===== config.mk =====
export PLATFORM = sky130hd
export DESIGN_NAME = gb_timer_flat
export DESIGN_NICKNAME = d
export VERILOG_FILES = /design/src/rtl/gb_timer_pkg.sv /design/src/rtl/gb_timer_if.sv /design/src/rtl/gb_timer_prescaler.sv /design/src/rtl/gb_timer.sv /design/src/flat_wrapper.sv
export SDC_FILE = /design/constraint.sdc
export NUM_CORES = 1
export LEC_CHECK = 0
export ABC_AREA = 0
export CAP_MARGIN = 30
export CORE_MARGIN = 8
export CORE_UTILIZATION = 52
export CTS_CLUSTER_DIAMETER = 30
export DETAILED_ROUTE_END_ITERATION = 8
export MAX_ROUTING_LAYER = met4
export PLACE_DENSITY = 0.79
export SKIP_CTS_REPAIR_TIMING = 1
export SLEW_MARGIN = 15
export SYNTH_ARGS = -nofsm -noshare
export SYNTH_HDL_FRONTEND = slang
export SYNTH_SLANG_ARGS = --single-unit

===== constraint.sdc =====
create_clock -name clk -period 2.2 [get_ports clk]
set_input_delay 0.33 -clock clk [delete_from_list [all_inputs] [get_ports clk]]
set_output_delay 0.33 -clock clk [all_outputs]
set_load 0.02 [all_outputs]

===== src/rtl/gb_timer_pkg.sv =====
// Shared constants for the gb_timer peripheral: register offsets, clock-select
// bit indices, overflow FSM encoding and the overflow delay length.
package gb_timer_pkg;

  localparam int unsigned ADDR_W     = 16;
  localparam int unsigned DATA_W     = 8;
  localparam int unsigned DIV_W      = 16;
  localparam int unsigned TAC_W      = 3;
  localparam int unsigned WAIT_CNT_W = 2;

  localparam logic [1:0] OFS_DIV  = 2'd0;
  localparam logic [1:0] OFS_TIMA = 2'd1;
  localparam logic [1:0] OFS_TMA  = 2'd2;
  localparam logic [1:0] OFS_TAC  = 2'd3;

  // div_cnt bit watched for TAC[1:0] = 00 / 01 / 10 / 11
  localparam int unsigned SEL_BIT_00 = 9;
  localparam int unsigned SEL_BIT_01 = 3;
  localparam int unsigned SEL_BIT_10 = 5;
  localparam int unsigned SEL_BIT_11 = 7;

  localparam logic [1:0] ST_IDLE   = 2'd0;
  localparam logic [1:0] ST_WAIT   = 2'd1;
  localparam logic [1:0] ST_RELOAD = 2'd2;

  localparam int unsigned WAIT_LEN = 4;

endpackage


===== src/rtl/gb_timer_if.sv =====
// CPU-side bus of the timer: address, write data, strobes, read data and hit.
interface gb_timer_if;
  import gb_timer_pkg::*;

  logic [ADDR_W-1:0] a;
  logic [DATA_W-1:0] din;
  logic [DATA_W-1:0] dout;
  logic              rd;
  logic              wr;
  logic              hit;

  modport master (output a, din, rd, wr, input dout, hit);
  modport slave  (input a, din, rd, wr, output dout, hit);
endinterface


===== src/rtl/gb_timer_prescaler.sv =====
// Free-running 16-bit divider with clear-on-write, clock-select mux and
// falling-edge detector producing the TIMA increment pulse.
module gb_timer_prescaler
  import gb_timer_pkg::*;
(
  input  logic              clk,
  input  logic              rst,
  input  logic              div_clr,
  input  logic [TAC_W-1:0]  tac,
  output logic [DATA_W-1:0] div,
  output logic              tick
);

  logic [DIV_W-1:0] div_cnt;
  logic             sel_bit;
  logic             src;
  logic             src_q;

  always_ff @(posedge clk or negedge rst) begin
    if (!rst) begin
      div_cnt <= '0;
    end else if (div_clr) begin
      div_cnt <= '0;
    end else begin
      div_cnt <= div_cnt + DIV_W'(1);
    end
  end

  always_comb begin
    sel_bit = 1'b0;
    case (tac[1:0])
      2'b00:   sel_bit = div_cnt[SEL_BIT_00];
      2'b01:   sel_bit = div_cnt[SEL_BIT_01];
      2'b10:   sel_bit = div_cnt[SEL_BIT_10];
      default: sel_bit = div_cnt[SEL_BIT_11];
    endcase
  end

  assign src = tac[2] & sel_bit;

  // Edge is taken on the gated source, so DIV/TAC writes that drop it also tick
  always_ff @(posedge clk or negedge rst) begin
    if (!rst) begin
      src_q <= 1'b0;
    end else begin
      src_q <= src;
    end
  end

  assign tick = src_q & ~src;
  assign div  = div_cnt[DIV_W-1:DIV_W-DATA_W];

endmodule


===== src/rtl/gb_timer.sv =====
// DIV/TIMA/TMA/TAC timer peripheral with overflow interrupt.
// Build option: GB_TIMER_OVF_DELAY_EN enables the 4-clk delayed reload.
module gb_timer
  import gb_timer_pkg::*;
#(
  parameter logic [ADDR_W-1:0] BASE_ADDR = 16'hFF04
) (
  input  logic       clk,
  input  logic       rst,
  gb_timer_if.slave  bus,
  output logic       irq
);

  logic [ADDR_W-1:0] ofs_full;
  logic [1:0]        ofs;
  logic              in_range;
  logic              wr_div, wr_tima, wr_tma, wr_tac;

  logic [DATA_W-1:0] div;
  logic              tick;

  logic [DATA_W-1:0] tima, tima_n;
  logic [DATA_W-1:0] tma;
  logic [TAC_W-1:0]  tac;
  logic              irq_n;

  // Address decode; offsets beyond +3 leave a nonzero upper part
  assign ofs_full = bus.a - BASE_ADDR;
  assign ofs      = ofs_full[1:0];
  assign in_range = (ofs_full[ADDR_W-1:2] == '0);
  assign bus.hit  = in_range & bus.rd;

  assign wr_div  = bus.wr & in_range & (ofs == OFS_DIV);
  assign wr_tima = bus.wr & in_range & (ofs == OFS_TIMA);
  assign wr_tma  = bus.wr & in_range & (ofs == OFS_TMA);
  assign wr_tac  = bus.wr & in_range & (ofs == OFS_TAC);

  gb_timer_prescaler u_prescaler (
    .clk     (clk),
    .rst     (rst),
    .div_clr (wr_div),
    .tac     (tac),
    .div     (div),
    .tick    (tick)
  );

  always_ff @(posedge clk or negedge rst) begin
    if (!rst) begin
      tma <= '0;
      tac <= '0;
    end else begin
      if (wr_tma) tma <= bus.din;
      if (wr_tac) tac <= bus.din[TAC_W-1:0];
    end
  end

  always_comb begin
    bus.dout = 8'hFF;
    if (bus.hit) begin
      case (ofs)
        OFS_DIV:  bus.dout = div;
        OFS_TIMA: bus.dout = tima;
        OFS_TMA:  bus.dout = tma;
        default:  bus.dout = {5'b11111, tac};
      endcase
    end
  end

`ifdef GB_TIMER_OVF_DELAY_EN
  logic [1:0]            state, state_n;
  logic [WAIT_CNT_W-1:0] wait_cnt, wait_cnt_n;

  always_ff @(posedge clk or negedge rst) begin
    if (!rst) begin
      state    <= ST_IDLE;
      wait_cnt <= '0;
    end else begin
      state    <= state_n;
      wait_cnt <= wait_cnt_n;
    end
  end
`endif

  always_ff @(posedge clk or negedge rst) begin
    if (!rst) begin
      tima <= '0;
      irq  <= 1'b0;
    end else begin
      tima <= tima_n;
      irq  <= irq_n;
    end
  end

  // Overflow handling: TIMA next value and interrupt request
  always_comb begin
    tima_n = tima;
    irq_n  = 1'b0;
`ifdef GB_TIMER_OVF_DELAY_EN
    state_n    = state;
    wait_cnt_n = wait_cnt;
    case (state)
      ST_WAIT: begin
        if (wr_tima) begin
          tima_n  = bus.din;
          state_n = ST_IDLE;
        end else if (wait_cnt == WAIT_CNT_W'(WAIT_LEN - 1)) begin
          tima_n  = tma;
          irq_n   = 1'b1;
          state_n = ST_RELOAD;
        end else begin
          wait_cnt_n = wait_cnt + WAIT_CNT_W'(1);
          if (tick) tima_n = tima + DATA_W'(1);
        end
      end
      ST_RELOAD: begin
        // TIMA already holds TMA; only a TMA write can change it here
        state_n = ST_IDLE;
        if (wr_tma) tima_n = bus.din;
      end
      default: begin
        if (wr_tima) begin
          tima_n = bus.din;
        end else if (tick) begin
          if (tima == 8'hFF) begin
            tima_n     = '0;
            wait_cnt_n = '0;
            state_n    = ST_WAIT;
          end else begin
            tima_n = tima + DATA_W'(1);
          end
        end
      end
    endcase
`else
    if (wr_tima) begin
      tima_n = bus.din;
    end else if (tick) begin
      if (tima == 8'hFF) begin
        tima_n = tma;
        irq_n  = 1'b1;
      end else begin
        tima_n = tima + DATA_W'(1);
      end
    end
`endif
  end

endmodule


===== src/flat_wrapper.sv =====
// flat-port wrapper written by rule: the top's interface ports become plain ports
module gb_timer_flat import gb_timer_pkg::*;
#(
  parameter logic [ADDR_W-1:0] BASE_ADDR = 16'hFF04
)
  (clk, rst, irq, bus_a, bus_din, bus_rd, bus_wr, bus_dout, bus_hit);
  gb_timer_if bus_i ();
  input  logic clk;
  input  logic rst;
  output logic irq;
  input wire logic [$bits(bus_i.a)-1:0] bus_a;
  input wire logic [$bits(bus_i.din)-1:0] bus_din;
  input wire logic [$bits(bus_i.rd)-1:0] bus_rd;
  input wire logic [$bits(bus_i.wr)-1:0] bus_wr;
  output wire logic [$bits(bus_i.dout)-1:0] bus_dout;
  output wire logic [$bits(bus_i.hit)-1:0] bus_hit;
  assign bus_i.a = bus_a;
  assign bus_i.din = bus_din;
  assign bus_i.rd = bus_rd;
  assign bus_i.wr = bus_wr;
  assign bus_dout = bus_i.dout;
  assign bus_hit = bus_i.hit;
  gb_timer #(.BASE_ADDR(BASE_ADDR)) u_core (.clk(clk), .rst(rst), .bus(bus_i), .irq(irq));
endmodule

Word-level counts from Yosys, hierarchy flattened:

Cells that the tools add are included.
Widths: inputs -> output; s select.

* add/sub/neg operators: 3
* equal/unequal tests: 6
* mux-type cells: 10
* bitwise gates (word level): 9
* reduce and logical (&&, ||, !) cells: 4

Operators with widths (number)
* $mux 8: 4
* $pmux 8 s3: 1
* $add 16x1->16 const B: 1
* $mux 16: 1
* $sub 16x16->16 const B: 1
* $logic_not 14->1: 1
* $add 8x1->8 const B: 1
* $and 1x1->1: 8
* $eq 8x8->1 const B: 1
* $eq 2x2->1 const B: 3
* $eq 2x1->1 const B: 2
* $logic_not 2->1: 2
* $mux 1: 3
* $pmux 1 s3: 1
* $reduce_bool 2->1: 1
* $not 1->1: 1

* register bits: 37
* input bits: 28
* output and inout bits: 10
* logic and storage cells: 38

Longest topological paths before layout:

Gate-level depths: netlist (run 1).

* depth in word-level cells: 7
* depth in mapped cells: 7
* gate-level depth less buffers: 6

Cells and area by module:

From an unflattened synthesis (run 1), not the netlist that was laid out.

* cell total of the unflattened synthesis: 220
* area total of the unflattened synthesis: 2338.5 um^2

By module, submodules not included
* gb_timer: times used 1, cells an instance 127, area an instance 1388.8 um^2, seq. area each 500.5 um^2
* gb_timer_prescaler: times used 1, cells an instance 93, area an instance 949.7 um^2, seq. area each 425.4 um^2

Worst setup path before layout (run 1):

Ideal clock, no wire load.

* path type: input port to output port
* from: input bus_a[5]
* to: output bus_dout[3]
* data arrival time: 1.906 ns
* required time: 1.870 ns
* path slack: -0.036 ns
* cell stages on the path: 5
* path buffers: 1
* cells stage by stage: or4b_1 nor4_2 and2_1 clkbuf_1 nand2_1

* cells in the longest elaborated chain, start to end: 4

RTL lines
* from (decl): RTL line flat_wrapper.sv:11 `input wire logic [$bits(bus_i.a)-1:0] bus_a;`
* $sub 16x16->16: RTL line gb_timer.sv:28 `assign ofs_full = bus.a - BASE_ADDR;`
* $logic_not 14->1: RTL line gb_timer.sv:30 `assign in_range = (ofs_full[ADDR_W-1:2] == '0);`
* $and 1x1->1: RTL line gb_timer.sv:31 `assign bus.hit = in_range & bus.rd;`
* named net bus_hit: RTL line flat_wrapper.sv:16 `output wire logic [$bits(bus_i.hit)-1:0] bus_hit;`
* $mux 8: RTL line gb_timer.sv:59 `if (bus.hit) begin`
* to (decl): RTL line flat_wrapper.sv:15 `output wire logic [$bits(bus_i.dout)-1:0] bus_dout;`

The timed path passes the listed nets, and every way through them passes these cells.

Worst setup path after layout (run 1):

* from: input bus_a[4]
* to: output bus_dout[7]

* cells in the longest elaborated chain, start to end: 4

RTL lines (RTL line)
* $sub 16x16->16: gb_timer.sv:28
* $logic_not 14->1: gb_timer.sv:30
* $and 1x1->1: gb_timer.sv:31
* $mux 8: gb_timer.sv:59

No other way between the ends.

==> summary.md, run 1 <==
| Metric | Value |
|---|---|
| Status | completed |
| Longest Clk Path Bufs | 2 |
| Number of port buffers | 37 |
| Rows | 23 |
| Max-Cap Viols | 0 |
| Syn. warnings | 0 |
| CP required | 1.87 ns |
| Die area | 6340 um2 |
| Final worst path period share | 0.992 |
| Worst Path Arrival | approximately 1.9 ns |
| Synthesized instance count | 202 |
| Flops & latches, synth | 37 |
| Cts bufs inserted | 5 |
| Syn Nets | 232 |
| FF-to-FF End | u_core.tima[7] |
| Cell accounting for the most synthesized area | dfrtp_1 |
| Antenna violations before repair | 0 |
| RR Startpoint | u_core.tima[0] |
| CTS Root Cell | clkbuf_8 |
| Register area share after synthesis | 0.440 |
| Worst Path Max Fanout | 7 |
| # IOs | 38 |
| Crit path kind | in -> out |
| Syn avg cell area | 10.4 um2 |
| Synth cell count leaders | 37 x dfrtp_1, 23 x nor2_1, 18 x nand2_1, 17 x mux2_2, 10 x xor2_1 |
| Via/cell ratio | 5.75 |
| Number of synthesized flops with an enable pin | 0 |
| Antenna diode count | 0 |
| Synth top area cells | dfrtp_1 44%, mux2_2 9.1%, xor2_1 4.2% |
| Placed Cells | 298 |
| CTS tree | yes |
| Total gr overflow | 0 |
| Clock Sinks | 37 |
| Clk pwr share | 0.346 |
| Initial DRT Pass Iterations | 4 |
| Clk_lat worst skew | ~0.3 ns |
| Internal | 1000 uW |
| Worst slew margin | 0.451 |
| Power share of the combinational group | 0.110 |
| Global Route Usage Sum | 0.178 |
| Clk slew on worst S/H paths | approximately 0.070 ns |
| Synth-to-Final Area Change | 33.2% |
| Share of Yosys cell area claimed by the top area cell type | 0.440 |
| Gpl congestion | 0.906 |
| R2R depth | 5 |
| Maximum clock rate | 458 MHz |
| Dominant cell by count in the synthesized netlist | dfrtp_1 |
| Sw frac | 0.244 |
| Yosys cell types | 41 |
| Endpoints failing setup | 0 |
| CP startpoint kind | input pin |
| Final ANT Viol Nets | 0 |
| Fin crit period | 2.18 ns |
| Psw | 325 uW |
| Fraction of layout cells with a size suffix above 1 | 0.266 |
| Die height | 79.6 um |
| Number of fill cells | 267 |
| DPL Wire Length | 3.74 mm |
| Clock skew | 0.00643 ns |
| Max VDD drop | 416 uV |
| Synth Flop Type | dfrtp_1 |
| DRT iter0 DRCs | 148 |
| Hold Path Class | in -> async |
| Initial Util | 0.534 |
| Post-synthesis async set-or-reset flop share | 1.00 |
| Cell area after synthesis | 2100 um2 |
| Largest net degree at the start of global routing | 38 |
| H-Tree Depth | 2 |
| Core ar. | roughly 3900 um2 |
| Via count | 1760 |
| Final wirelength | 5.14 mm |
| Vias in the first global route | 1772 |
| Min Hold Slack | 0.130 ns |
| Wirelength per Cell | 16.8 um |
| Reg2reg setup slack | 0.14 ns |
| Final cell count without fillers | around 300 |
| Max Slew Vio Count | 0 |
| Count of final hold-check violations | 0 |
| Number of remaining DRC errors | 0 |
| Fin nets | around 290 |
| Crit. End Element | output port |
| Leakage Power | ~0.0013 uW |
| Worst Tran Pin Value | around 0.8 ns |
| Die width | 79.6 um |
| Power Density | 474 nW/um2 |
| Sequential share of power | 0.545 |
| First-pass GRT wire length | 8.49 mm |
-- worst max-delay path, cell delays in order --
cell and delay, ns:
dlymetal6s2s_1 0.12, or4b_4 0.54, nor4_4 0.32, and2_4 0.22
buf_12 0.14, nand2_2 0.05, buf_6 0.13
-- power by group through the flow --
stage | Clock [uW] | Sequential [uW] | Combinational (uW)
6_report | 459 | 724 | 146
5_1_grt | 498 | 725 | 159
4_1_cts | 467 | 723 | 140
3_5_place_dp | 0 | 736 | 139
3_3_place_gp | 0 | 734 | 137
2_1_floorplan | 0 | 729 | 57.9
-- cells in the final DEF (no fill, tap or decap), types with 3 or more instances in the layout --
cell type	count
dfrtp_1	37
nor2_1	23
clkdlybuf4s50_1	23
mux2_2	17
buf_4	14
nand2_1	13
xor2_1	10
nand4_1	9
buf_6	8
nand3_1	7
xnor2_1	6
mux2i_1	6
inv_1	5
o21ai_0	5
a21oi_1	5
clkbuf_8	5
nand2b_1	4
o22ai_1	4
nand2_4	4
dlymetal6s2s_1	4
mux4_2	3
and3_1	3
clkbuf_1	3
-- per-layer routing --
layer	share of wire	wire, um	GRT usage	vias to the layer above
met4	0.015	78	0.0630	0
met5	0	0	-	-
met1	0.42	2150	0.201	861
met3	0.044	228	0.0597	9
met2	0.52	2680	0.285	51
li1	-	-	-	839
-- cells by family after synthesis --
group                    Yosys count  share of synthesized area
flip-flops                        37                      0.440
multiplexers                      26                      0.152
buffers and inverters             12                     0.0303
XOR/XNOR                          16                     0.0666
adder cells (fa/ha/maj)            2                     0.0119
AO/OA/AOI/OAI                     28                     0.0916
AND/OR/NAND/NOR                   81                      0.208
-- final cells by class --
type                       instances  area (um2)  share of cell area
multi-input combinational        153        1190               0.425
sequential                        37         926               0.330
timing repair buffer              53         526               0.187
clock buffer                       8        80.1              0.0286
tap                               50        62.6              0.0223
inverter                           5        18.8             0.00670
-- registers in the layout, summed over array words and instances, names as in the netlist --
signal / cells
u_core.u_prescaler.src_q: 1
u_core.u_prescaler.div_cnt: 16
u_core.tima: 8
u_core.tma: 8
u_core.irq: 1
u_core.tac: 3
-- per-stage QoR --
stage / setup WS [ns] / util / instance area [um2] / power, uW / TNS, ns
finish: 0.0170 / 0.711 / 2800 / 1330 / 0
global route: -0.0345 / 0.711 / 2800 / 1380 / -0.0774
CTS: -0.619 / 0.685 / 2700 / 1330 / -5.67
detailed placement: -0.615 / 0.665 / 2620 / 875 / -13.84
global placement: -0.600 / 0.665 / 2620 / 872 / -13.48
floorplan: 0.170 / - / 2110 / 787 / 0
-- how the worst max path moves through the flow --
stage              from           to  slack [ns]  cells past startpoint
5_1_grt        bus_a[0]  bus_dout[7]       -0.03                      7
4_1_cts        bus_a[5]      bus_hit       -0.62                      6
3_5_place_dp   bus_a[5]      bus_hit       -0.62                      6
2_1_floorplan  bus_a[5]  bus_dout[0]        0.17                      5
3_3_place_gp   bus_a[5]      bus_hit       -0.60                      6
6_report       bus_a[4]  bus_dout[7]        0.02                      7
No activity file was read; power rests on OpenSTA's default activity.
==> run 2: changes to the inputs <==
--- a/config.mk
+++ b/config.mk
@@ -7,12 +7,12 @@
 export LEC_CHECK = 0
 export ABC_AREA = 0
 export CAP_MARGIN = 30
-export CORE_MARGIN = 8
-export CORE_UTILIZATION = 52
+export CORE_UTILIZATION = 55
 export CTS_CLUSTER_DIAMETER = 30
 export DETAILED_ROUTE_END_ITERATION = 8
 export MAX_ROUTING_LAYER = met4
-export PLACE_DENSITY = 0.79
+export PLACE_DENSITY = 0.83
+export SETUP_SLACK_MARGIN = 0.3
 export SKIP_CTS_REPAIR_TIMING = 1
 export SLEW_MARGIN = 15
 export SYNTH_ARGS = -nofsm -noshare
==> constraint.sdc (replaced) <==
create_clock -name clk -period 2.6 [get_ports clk]
set_input_delay 0.39 -clock clk [delete_from_list [all_inputs] [get_ports clk]]
set_output_delay 0.39 -clock clk [all_outputs]
set_load 0.02 [all_outputs]
==> run 2 against run 1 <==
Compared with the run above:
- power down 17%
- critical path depth unchanged
- largest power group unchanged
- die area down 36%
- largest cell class unchanged
- routed wire length down 2.2%
==> summary.md, run 2 (synthesized netlist as in run 1, its figures left out) <==
| Metric | Value |
|---|---|
| CP required | 2.21 ns |
| Total gr overflow | 0 |
| Final ANT Viol Nets | 0 |
| Wirelength per Cell | between 15 and 20 um |
| Vias in the first global route | 1703 |
| Status | completed |
| Initial Util | 0.575 |
| RSZ-0062 raised after global routing | false |
| Max VDD drop | 410 uV |
| DPL Wire Length | 3.46 mm |
| R2R depth | 5 |
| Post-Place Setup Slack | -0.340 ns |
| DRT iter0 DRCs | 88 |
| Fin nets | 281 |
| Gpl congestion | 0.897 |
| Hold Path Class | in -> async |
| Largest stage delay, worst path | 0.45 ns |
| Synth-to-Final Area Change | 31.8% |
| Via count | 1802 |
| Worst Path Arrival | around 1.9 ns |
| Design Area, Final | 2770 um2 |
| Core Util, Final | 0.758 |
| Number of remaining DRC errors | 0 |
| Biggest regs | u_core.u_prescaler.div_cnt (16), u_core.tima (8), u_core.tma (8) |
| Clock skew | 0.00540 ns |
| Largest net degree at the start of global routing | 38 |
| Crit path kind | in -> out |
| Critical Path, Cell by Cell | clkdlybuf4s50_1 -> buf_4 -> buf_4 -> mux2_2 -> o22ai_1 -> nand2_2 -> buf_6 |
| First-pass GRT wire length | 7.91 mm |
| Worst Path Max Fanout | 9 |
| Rows | 22 |
| Setup WS post-layout | slightly above 0.3 ns |
| CP startpoint kind | input pin |
| Die height | 63.9 um |
| CTS Root Cell | clkbuf_8 |
| Die area | 4080 um2 |
| Reg2reg setup slack | 0.44 ns |
| Max reg flops | 16 |
| Endpoints failing setup | 0 |
| Count of final hold-check violations | 0 |
| Final worst path period share | 0.883 |
| Max Slew Vio Count | 0 |
| Commonest cells after routing, fill and taps aside | 37 x dfrtp_1, 23 x clkdlybuf4s50_1, 22 x nor2_1 |
| Clk_lat worst skew | 0.28 ns |
| Cts bufs inserted | 5 |
| Initial DRT Pass Iterations | 4 |
| H-Tree Depth | 2 |
| Worst slew margin | 0.469 |
| Longest Clk Path Bufs | 2 |
| Worst Tran Pin Value | 0.797 ns |
| RR Startpoint | u_core.tima[0] |
| # IOs | 38 |
| CP max stage cell | clkdlybuf4s50_1 |
| Most used cell, CP | buf_4 |
| Max-Cap Viols | 0 |
| Number of fill cells | 251 |
| Clk slew on worst S/H paths | about 0.06 ns |
| Power Density | 397 nW/um2 |
| Maximum clock rate | 436 MHz |
| Number of port buffers | 37 |
| Placed Area | 2590 um2 |
| CTS tree | yes |
| Top reg by flops | u_core.u_prescaler.div_cnt |
| Crit. End Element | output port |
| FF-to-FF End | u_core.tima[7] |
| Final wirelength | around 5 mm |
| Global Route Usage Sum | 0.261 |
| Leakage Power | approximately 0.0012 uW |
| Commonest non-fill, non-tap cell in the layout | dfrtp_1 |
| Die width | 63.9 um |
| Antenna violations before repair | 0 |
| Core ar. | ~3700 um2 |
| Fraction of layout cells with a size suffix above 1 | 0.272 |
| Clock Sinks | 37 |
| Via/cell ratio | 6.05 |
| Fin crit period | 2.30 ns |
| Antenna diode count | 0 |
[run 2: layout make-up]
type / count / area (um2) / share of cell area
Sequential cell: 37 / 926 / 0.334
Timing Repair Buffer: 49 / 505 / 0.182
Clock buffer: 5 / 68.8 / 0.0248
Tap cell: 48 / 60.1 / 0.0217
Clock inverter: 1 / 5.00 / 0.00180
Inverter: 5 / 18.8 / 0.00677
Multi-Input combinational cell: 153 / 1190 / 0.429
[run 2: how the worst max path moves through the flow]
stage,startpoint,endpoint,slack [ns],depth (start not counted)
6_report,bus_a[0],bus_dout[4],0.30,7
4_1_cts,bus_a[5],bus_hit,-0.35,6
3_5_place_dp,bus_a[5],bus_hit,-0.34,6
5_1_grt,bus_a[0],bus_dout[4],0.27,7
2_1_floorplan,bus_a[5],bus_dout[0],0.45,5
3_3_place_gp,bus_a[5],bus_hit,-0.34,6
[run 2: where the power goes]
group / internal [uW] / total, uW / switching [uW] / leakage (uW)
Sequential: 591 / 612 / 20.4 / 0.000477
Clock: 176 / 365 / 189 / 0.0000399
Combinational: 67.8 / 124 / 56.7 / 0.000731
Total: 835 / 1100 / 266 / 0.00125
[run 2: per-layer routing]
| layer | vias up | wire length (um) | GRT usage |
|---|---|---|---|
| met5 | - | 0 | - |
| met3 | 6 | 415 | 0.0446 |
| met4 | 0 | 40 | 0.0682 |
| li1 | 828 | - | - |
| met1 | 885 | 2020 | 0.338 |
| met2 | 83 | 2550 | 0.424 |
[run 2: through the flow]
step / hold WS, ns / instances / total power, uW / setup TNS (ns)
floorplan: 0.0944 / 202 / 666 / 0
finish: 0.189 / 298 / 1100 / 0
CTS: 0.212 / 297 / 1100 / -3.05
global placement: 0.520 / 291 / 736 / -3.43
global route: 0.258 / 298 / 1140 / 0
detailed placement: 0.517 / 291 / 741 / -3.44
[run 2: critical path, delay by kind of cell]
family	cells	cell delay, ns
buffers and inverters	4	0.89
multiplexers	1	0.33
AO/OA/AOI/OAI	1	0.20
AND/OR/NAND/NOR	1	0.08
